File: config.mk
export PLATFORM = sky130hd
export DESIGN_NAME = bus_mux_16line_8bit
export DESIGN_NICKNAME = d
export VERILOG_FILES = /design/src/rtl/sap_pkg.sv /design/src/rtl/rr_arbiter_16.sv /design/src/rtl/bus_mux_16line_8bit.sv
export SDC_FILE = /design/constraint.sdc
export NUM_CORES = 1
export LEC_CHECK = 0
export BUFFER_PORTS_ARGS = -buffer_cell sky130_fd_sc_hd__buf_2
export CAP_MARGIN = 0
export CORE_ASPECT_RATIO = 1.2
export CORE_UTILIZATION = 32
export CTS_CLUSTER_DIAMETER = 150
export CTS_CLUSTER_SIZE = 10
export DETAILED_ROUTE_END_ITERATION = 8
export PLACE_DENSITY = 0.76
export SLEW_MARGIN = 20
export SYNTH_ARGS = -nofsm -noshare
export SYNTH_HDL_FRONTEND = slang
export SYNTH_HIERARCHICAL = 1
export SYNTH_SLANG_ARGS = --single-unit
File: constraint.sdc
create_clock -name clk -period 1.7 [get_ports clk]
set_clock_uncertainty 0.15 [all_clocks]
set_input_delay 0.17 -clock clk [delete_from_list [all_inputs] [get_ports clk]]
set_output_delay 0.17 -clock clk [all_outputs]
set_load 0.005 [all_outputs]
File: src/rtl/sap_pkg.sv
// Shared constants and state type for the 16-source bus multiplexer.
// Provides NUM_SRC, SEL_W, default DATA_W and the EMPTY/FULL output state.
package sap_pkg;

    localparam int NUM_SRC    = 16;
    localparam int SEL_W      = 4;
    localparam int DATA_W_DEF = 8;

    typedef enum logic {
        EMPTY = 1'b0,
        FULL  = 1'b1
    } state_t;

endpackage

File: src/rtl/rr_arbiter_16.sv
// Winner selection for 16 requesters: one-hot grant vector and its index.
// Ports: req (16 requests), ptr (search start, only with ROUND_ROBIN_EN),
// onehot/idx (winner), any (at least one request). Fixed priority otherwise.
module rr_arbiter_16
    import sap_pkg::*;
(
    input  logic [NUM_SRC-1:0] req,
`ifdef ROUND_ROBIN_EN
    input  logic [SEL_W-1:0]   ptr,
`endif
    output logic [NUM_SRC-1:0] onehot,
    output logic [SEL_W-1:0]   idx,
    output logic               any
);

    always_comb begin
        onehot = '0;
        idx    = '0;
        any    = |req;
        // Scan from lowest to highest priority so the last hit wins.
`ifdef ROUND_ROBIN_EN
        for (int k = NUM_SRC - 1; k >= 0; k--) begin
            if (req[ptr + SEL_W'(k)]) begin
                idx = ptr + SEL_W'(k);
            end
        end
`else
        for (int k = NUM_SRC - 1; k >= 0; k--) begin
            if (req[k]) begin
                idx = SEL_W'(k);
            end
        end
`endif
        if (any) begin
            onehot = NUM_SRC'(1) << idx;
        end
    end

endmodule

File: src/rtl/bus_mux_16line_8bit.sv
// 16-source to one registered output bus multiplexer with valid/ready output.
// Ports: clk, rst_n (async low), in0..in15, req, gnt (comb one-hot),
// out/out_sel/out_valid (registered), out_ready. Option: ROUND_ROBIN_EN.
module bus_mux_16line_8bit
    import sap_pkg::*;
#(
    parameter int DATA_W = DATA_W_DEF
) (
    input  logic               clk,
    input  logic               rst_n,
    input  logic [DATA_W-1:0]  in0,
    input  logic [DATA_W-1:0]  in1,
    input  logic [DATA_W-1:0]  in2,
    input  logic [DATA_W-1:0]  in3,
    input  logic [DATA_W-1:0]  in4,
    input  logic [DATA_W-1:0]  in5,
    input  logic [DATA_W-1:0]  in6,
    input  logic [DATA_W-1:0]  in7,
    input  logic [DATA_W-1:0]  in8,
    input  logic [DATA_W-1:0]  in9,
    input  logic [DATA_W-1:0]  in10,
    input  logic [DATA_W-1:0]  in11,
    input  logic [DATA_W-1:0]  in12,
    input  logic [DATA_W-1:0]  in13,
    input  logic [DATA_W-1:0]  in14,
    input  logic [DATA_W-1:0]  in15,
    input  logic [NUM_SRC-1:0] req,
    output logic [NUM_SRC-1:0] gnt,
    output logic [DATA_W-1:0]  out,
    output logic [SEL_W-1:0]   out_sel,
    output logic               out_valid,
    input  logic               out_ready
);

    logic [DATA_W-1:0]  src [NUM_SRC];
    logic [NUM_SRC-1:0] win_oh;
    logic [SEL_W-1:0]   win_idx;
    logic               win_any;
    logic               accept;
    state_t             state;
    state_t             state_nx;

    assign src[0]  = in0;
    assign src[1]  = in1;
    assign src[2]  = in2;
    assign src[3]  = in3;
    assign src[4]  = in4;
    assign src[5]  = in5;
    assign src[6]  = in6;
    assign src[7]  = in7;
    assign src[8]  = in8;
    assign src[9]  = in9;
    assign src[10] = in10;
    assign src[11] = in11;
    assign src[12] = in12;
    assign src[13] = in13;
    assign src[14] = in14;
    assign src[15] = in15;

`ifdef ROUND_ROBIN_EN
    logic [SEL_W-1:0] ptr;

    rr_arbiter_16 u_arb (
        .req    (req),
        .ptr    (ptr),
        .onehot (win_oh),
        .idx    (win_idx),
        .any    (win_any)
    );

    // Index arithmetic is SEL_W wide, so 15 + 1 wraps to 0.
    always_ff @(posedge clk or negedge rst_n) begin
        if (!rst_n) begin
            ptr <= '0;
        end else if (accept) begin
            ptr <= win_idx + SEL_W'(1);
        end
    end
`else
    rr_arbiter_16 u_arb (
        .req    (req),
        .onehot (win_oh),
        .idx    (win_idx),
        .any    (win_any)
    );
`endif

    assign out_valid = (state == FULL);

    always_comb begin
        state_nx = state;
        accept   = win_any && (!out_valid || out_ready);
        gnt      = '0;
        // Grant is suppressed while reset is held low.
        if (accept && rst_n) begin
            gnt = win_oh;
        end
        unique case (state)
            EMPTY: begin
                if (accept) begin
                    state_nx = FULL;
                end
            end
            FULL: begin
                if (out_ready && !accept) begin
                    state_nx = EMPTY;
                end
            end
            default: state_nx = EMPTY;
        endcase
    end

    always_ff @(posedge clk or negedge rst_n) begin
        if (!rst_n) begin
            state <= EMPTY;
        end else begin
            state <= state_nx;
        end
    end

    always_ff @(posedge clk or negedge rst_n) begin
        if (!rst_n) begin
            out     <= '0;
            out_sel <= '0;
        end else if (accept) begin
            out     <= src[win_idx];
            out_sel <= win_idx;
        end
    end

endmodule

==> impl_metrics.env <==
export IMPL_slew_headroom_pct=72.5
export IMPL_max_vdd_ir_drop_mv=0.238
export IMPL_synth_top_area_share_pct=21.6
export IMPL_antennaDiodeCount=0
export IMPL_final_nets=601
export IMPL_post_place_ws_ns=-0.903
export IMPL_yosysTopAreaCell="mux4_2"
export IMPL_fp_dieW_um=75.7
export IMPL_syn_nets=371
export IMPL_via_per_inst=5.51
export IMPL_grt_max_degree=19
export IMPL_synth_ff_type="dfrtp_1"
export IMPL_max_clock_freq_mhz=459
export IMPL_ant_nets=0
export IMPL_end_kind="flip-flop"
export IMPL_dp_cells=517
export IMPL_crit_type="input port to flip-flop"
export IMPL_p_seq_share_pct=24.7
export IMPL_worstHoldPathType="input port to flip-flop"
export IMPL_ios=176
export IMPL_clock_sinks=13
export IMPL_wl_met3_um=604
export IMPL_final_setup_worst_slack_ns=-0.481
export IMPL_drc=0
export IMPL_syn_avg_cell_area_um2=9.31
export IMPL_min_period_ns=2.18
export IMPL_switching_share_pct=33.2
export IMPL_total_leakage_power_uw=0.00193
export IMPL_die_area_mm2=0.00685
export IMPL_highest_layer="met4"
export IMPL_synth_edf_count=0
export IMPL_grt_pass1_wl_mm=14.9
export IMPL_slew_violations=0
export IMPL_cts_root_buf="clkbuf_8"
export IMPL_status="finished, violations left"
export IMPL_cts_buffers=3
export IMPL_ys_top_cells_by_count="nand2_1 (21), nor2_1 (21), mux4_2 (20)"
export IMPL_num_rows=31
export IMPL_port_buffers=175
export IMPL_post_route_period_util_pct=128
export IMPL_antenna_found_initial=0
export IMPL_finish_utilization_pct=64.5
export IMPL_syn_to_final_growth_pct=90.6
export IMPL_p_int_uw=977
export IMPL_nFillCells=481
export IMPL_hold_viol=0
export IMPL_worstPathRequired_ns=1.68
export IMPL_htreeDepth=1
export IMPL_ys_warn_count=6
export IMPL_maxCapViolations=0
export IMPL_r2r_slack_ns=-0.08
export IMPL_drtIter0Drc=218
export IMPL_grt_util_all_layers_pct=28.6
export IMPL_wirelength_met1_mm=3.70
export IMPL_yosysSeqAreaShare_pct=15.6
export IMPL_setup_viol=24
export IMPL_crit_fanout=18
export IMPL_cts_tree="yes"
export IMPL_clock_path_buffers=2
export IMPL_instances_no_fill=535
export IMPL_rsz0062_at_grt="true"
export IMPL_max_slew_worst_pin_slew_ns=0.402
export IMPL_synth_cells=224
export IMPL_ys_seq_elements=13
export IMPL_clk_pin_slew_ns=0.06
export IMPL_clk_latency_ns=0.24
export IMPL_first_pass_iters=4
export IMPL_dp_hpwl_mm=7.00
export IMPL_gp_congestion=0.912
export IMPL_startpoint_type="input port"
export IMPL_fp_dieH_um=90.4
export IMPL_synth_async_reset_ratio_pct=100
export IMPL_holdWs_ns=0.251
export IMPL_yosysUniqueCellTypes=51
export IMPL_arrival_ns=2.16
export IMPL_power_share_clock_pct=19.0
export IMPL_drive_gt1_share_pct=74.2
export IMPL_p_total_uw=1460
export IMPL_start_util_pct=33.8
export IMPL_gr_total_overflow=0
export IMPL_violations="setup timing"
export IMPL_netSwitchingPower_uw=486
export IMPL_grt_pass1_vias=3116
export IMPL_dr_wl_met2_mm=4.85
export IMPL_via_count=2946
export IMPL_comb_power_share_pct=56.4
export IMPL_synthTopCellsByArea="mux4_2 (22%), dfrtp_1 (16%), mux2i_1 (8.2%)"
export IMPL_mappedNetlistArea_mm2=0.00209
export IMPL_core_area_mm2=0.00617
export IMPL_totalWireLength_mm=9.53
export IMPL_wire_per_inst_um=17.8
export IMPL_power_density_mw_per_mm2=368
[power by group through the flow]
stage / logic [uW] / clock network [uW] / registers, uW
3_3_place_gp: 679 / 0 / 363
6_report: 824 / 278 / 361
4_1_cts: 788 / 284 / 360
3_5_place_dp: 700 / 0 / 366
2_1_floorplan: 334 / 0 / 367
5_1_grt: 886 / 302 / 364
[routing by layer]
layer	global-route usage, %	up-vias
li1	-	1335
met4	12.5	0
met3	4.91	36
met1	34.6	1409
met5	0	-
met2	48.4	166
[registers in the layout (all words and copies together), names as in the netlist]
name	flops
out	8
out_sel	4
out_valid	1
[final cells by class]
| class | count | area [um2] | area share [%] |
|---|---|---|---|
| Multi-Input combinational cell | 190 | 1910 | 48.0 |
| Timing Repair Buffer | 240 | 1550 | 39.0 |
| Sequential cell | 13 | 325 | 8.18 |
| Tap cell | 82 | 103 | 2.58 |
| Clock buffer | 4 | 45.0 | 1.13 |
| Inverter | 5 | 31.3 | 0.787 |
| Timing Repair inverter | 1 | 11.3 | 0.283 |
[cell families after synthesis]
logic type / synth area share (%)
and+or+nand+nor: 28.0
muxes: 37.5
AOI/OAI and AO/OA: 12.6
buffers and inverters: 6.30
DFF: 15.6
[cell usage in the layout (no fill, tap or decap), types with 2 or more instances in the layout]
master / synthesis / layout
buf_2: 8 / 164
buf_4: 3 / 46
mux4_2: 20 / 24
buf_6: 1 / 23
mux2i_1: 17 / 17
nand2_1: 21 / 15
dfrtp_1: 13 / 13
and3_1: 17 / 10
nor3_2: 6 / 10
nor2_1: 21 / 9
and3_4: 0 / 8
nor2b_1: 7 / 7
nor3_1: 12 / 7
nor2_2: 2 / 7
nor2_4: 0 / 7
nand3_1: 6 / 5
mux2_2: 5 / 5
buf_12: 1 / 5
nand2_4: 0 / 5
nand2b_1: 5 / 4
and2_4: 0 / 3
o221ai_1: 3 / 3
clkbuf_8: 0 / 3
nand2_2: 1 / 2
a211oi_2: 0 / 2
a221o_1: 2 / 2
a211o_1: 2 / 2
a2111oi_0: 3 / 2
o22ai_1: 2 / 2
a21oi_2: 0 / 2
o21ai_1: 0 / 2
inv_2: 3 / 2
inv_1: 2 / 2
a21oi_1: 4 / 2
[timing repair]
action / 4_1_cts / 5_1_grt
hold endpoints to repair: 13 / 0
resized for setup: 73 / 27
pin swaps: 34 / 25
endpoints found under the setup margin: 27 / 25
cloned: 3 / 0
hold buffers: 1 / 0
buffers inserted: 9 / 4
[worst paths after layout]
| check | start | endpoint | cells after the start |
|---|---|---|---|
| max | req[12] | out[4] | 11 |
| min | out_ready | out_valid | 3 |
| max reg2reg | out_valid | out[5] | 5 |
| min reg2reg | out_sel[3] | out_sel[3] | 2 |
| max in group asynchronous | rst_n | out_valid | 3 |
| min in group asynchronous | rst_n | out[6] | 3 |
[worst max-delay path, stage by stage]
cell	delay (ns)
buf_2	0.12
nor2_1	0.20
o21ai_1	0.13
a21oi_2	0.23
nor2_2	0.09
inv_2	0.13
buf_12	0.19
mux2_2	0.38
nor3b_2	0.18
nor4_1	0.08
a221o_1	0.26
[through the flow]
step / instance area [um2] / TNS, ns
floorplan: 2110 / -5.25
global placement: 3440 / -12.92
detailed placement: 3440 / -14.16
CTS: 3850 / -5.87
global route: 3980 / -8.68
finish: 3980 / -6.97
Power figures use the tool's default switching activity.
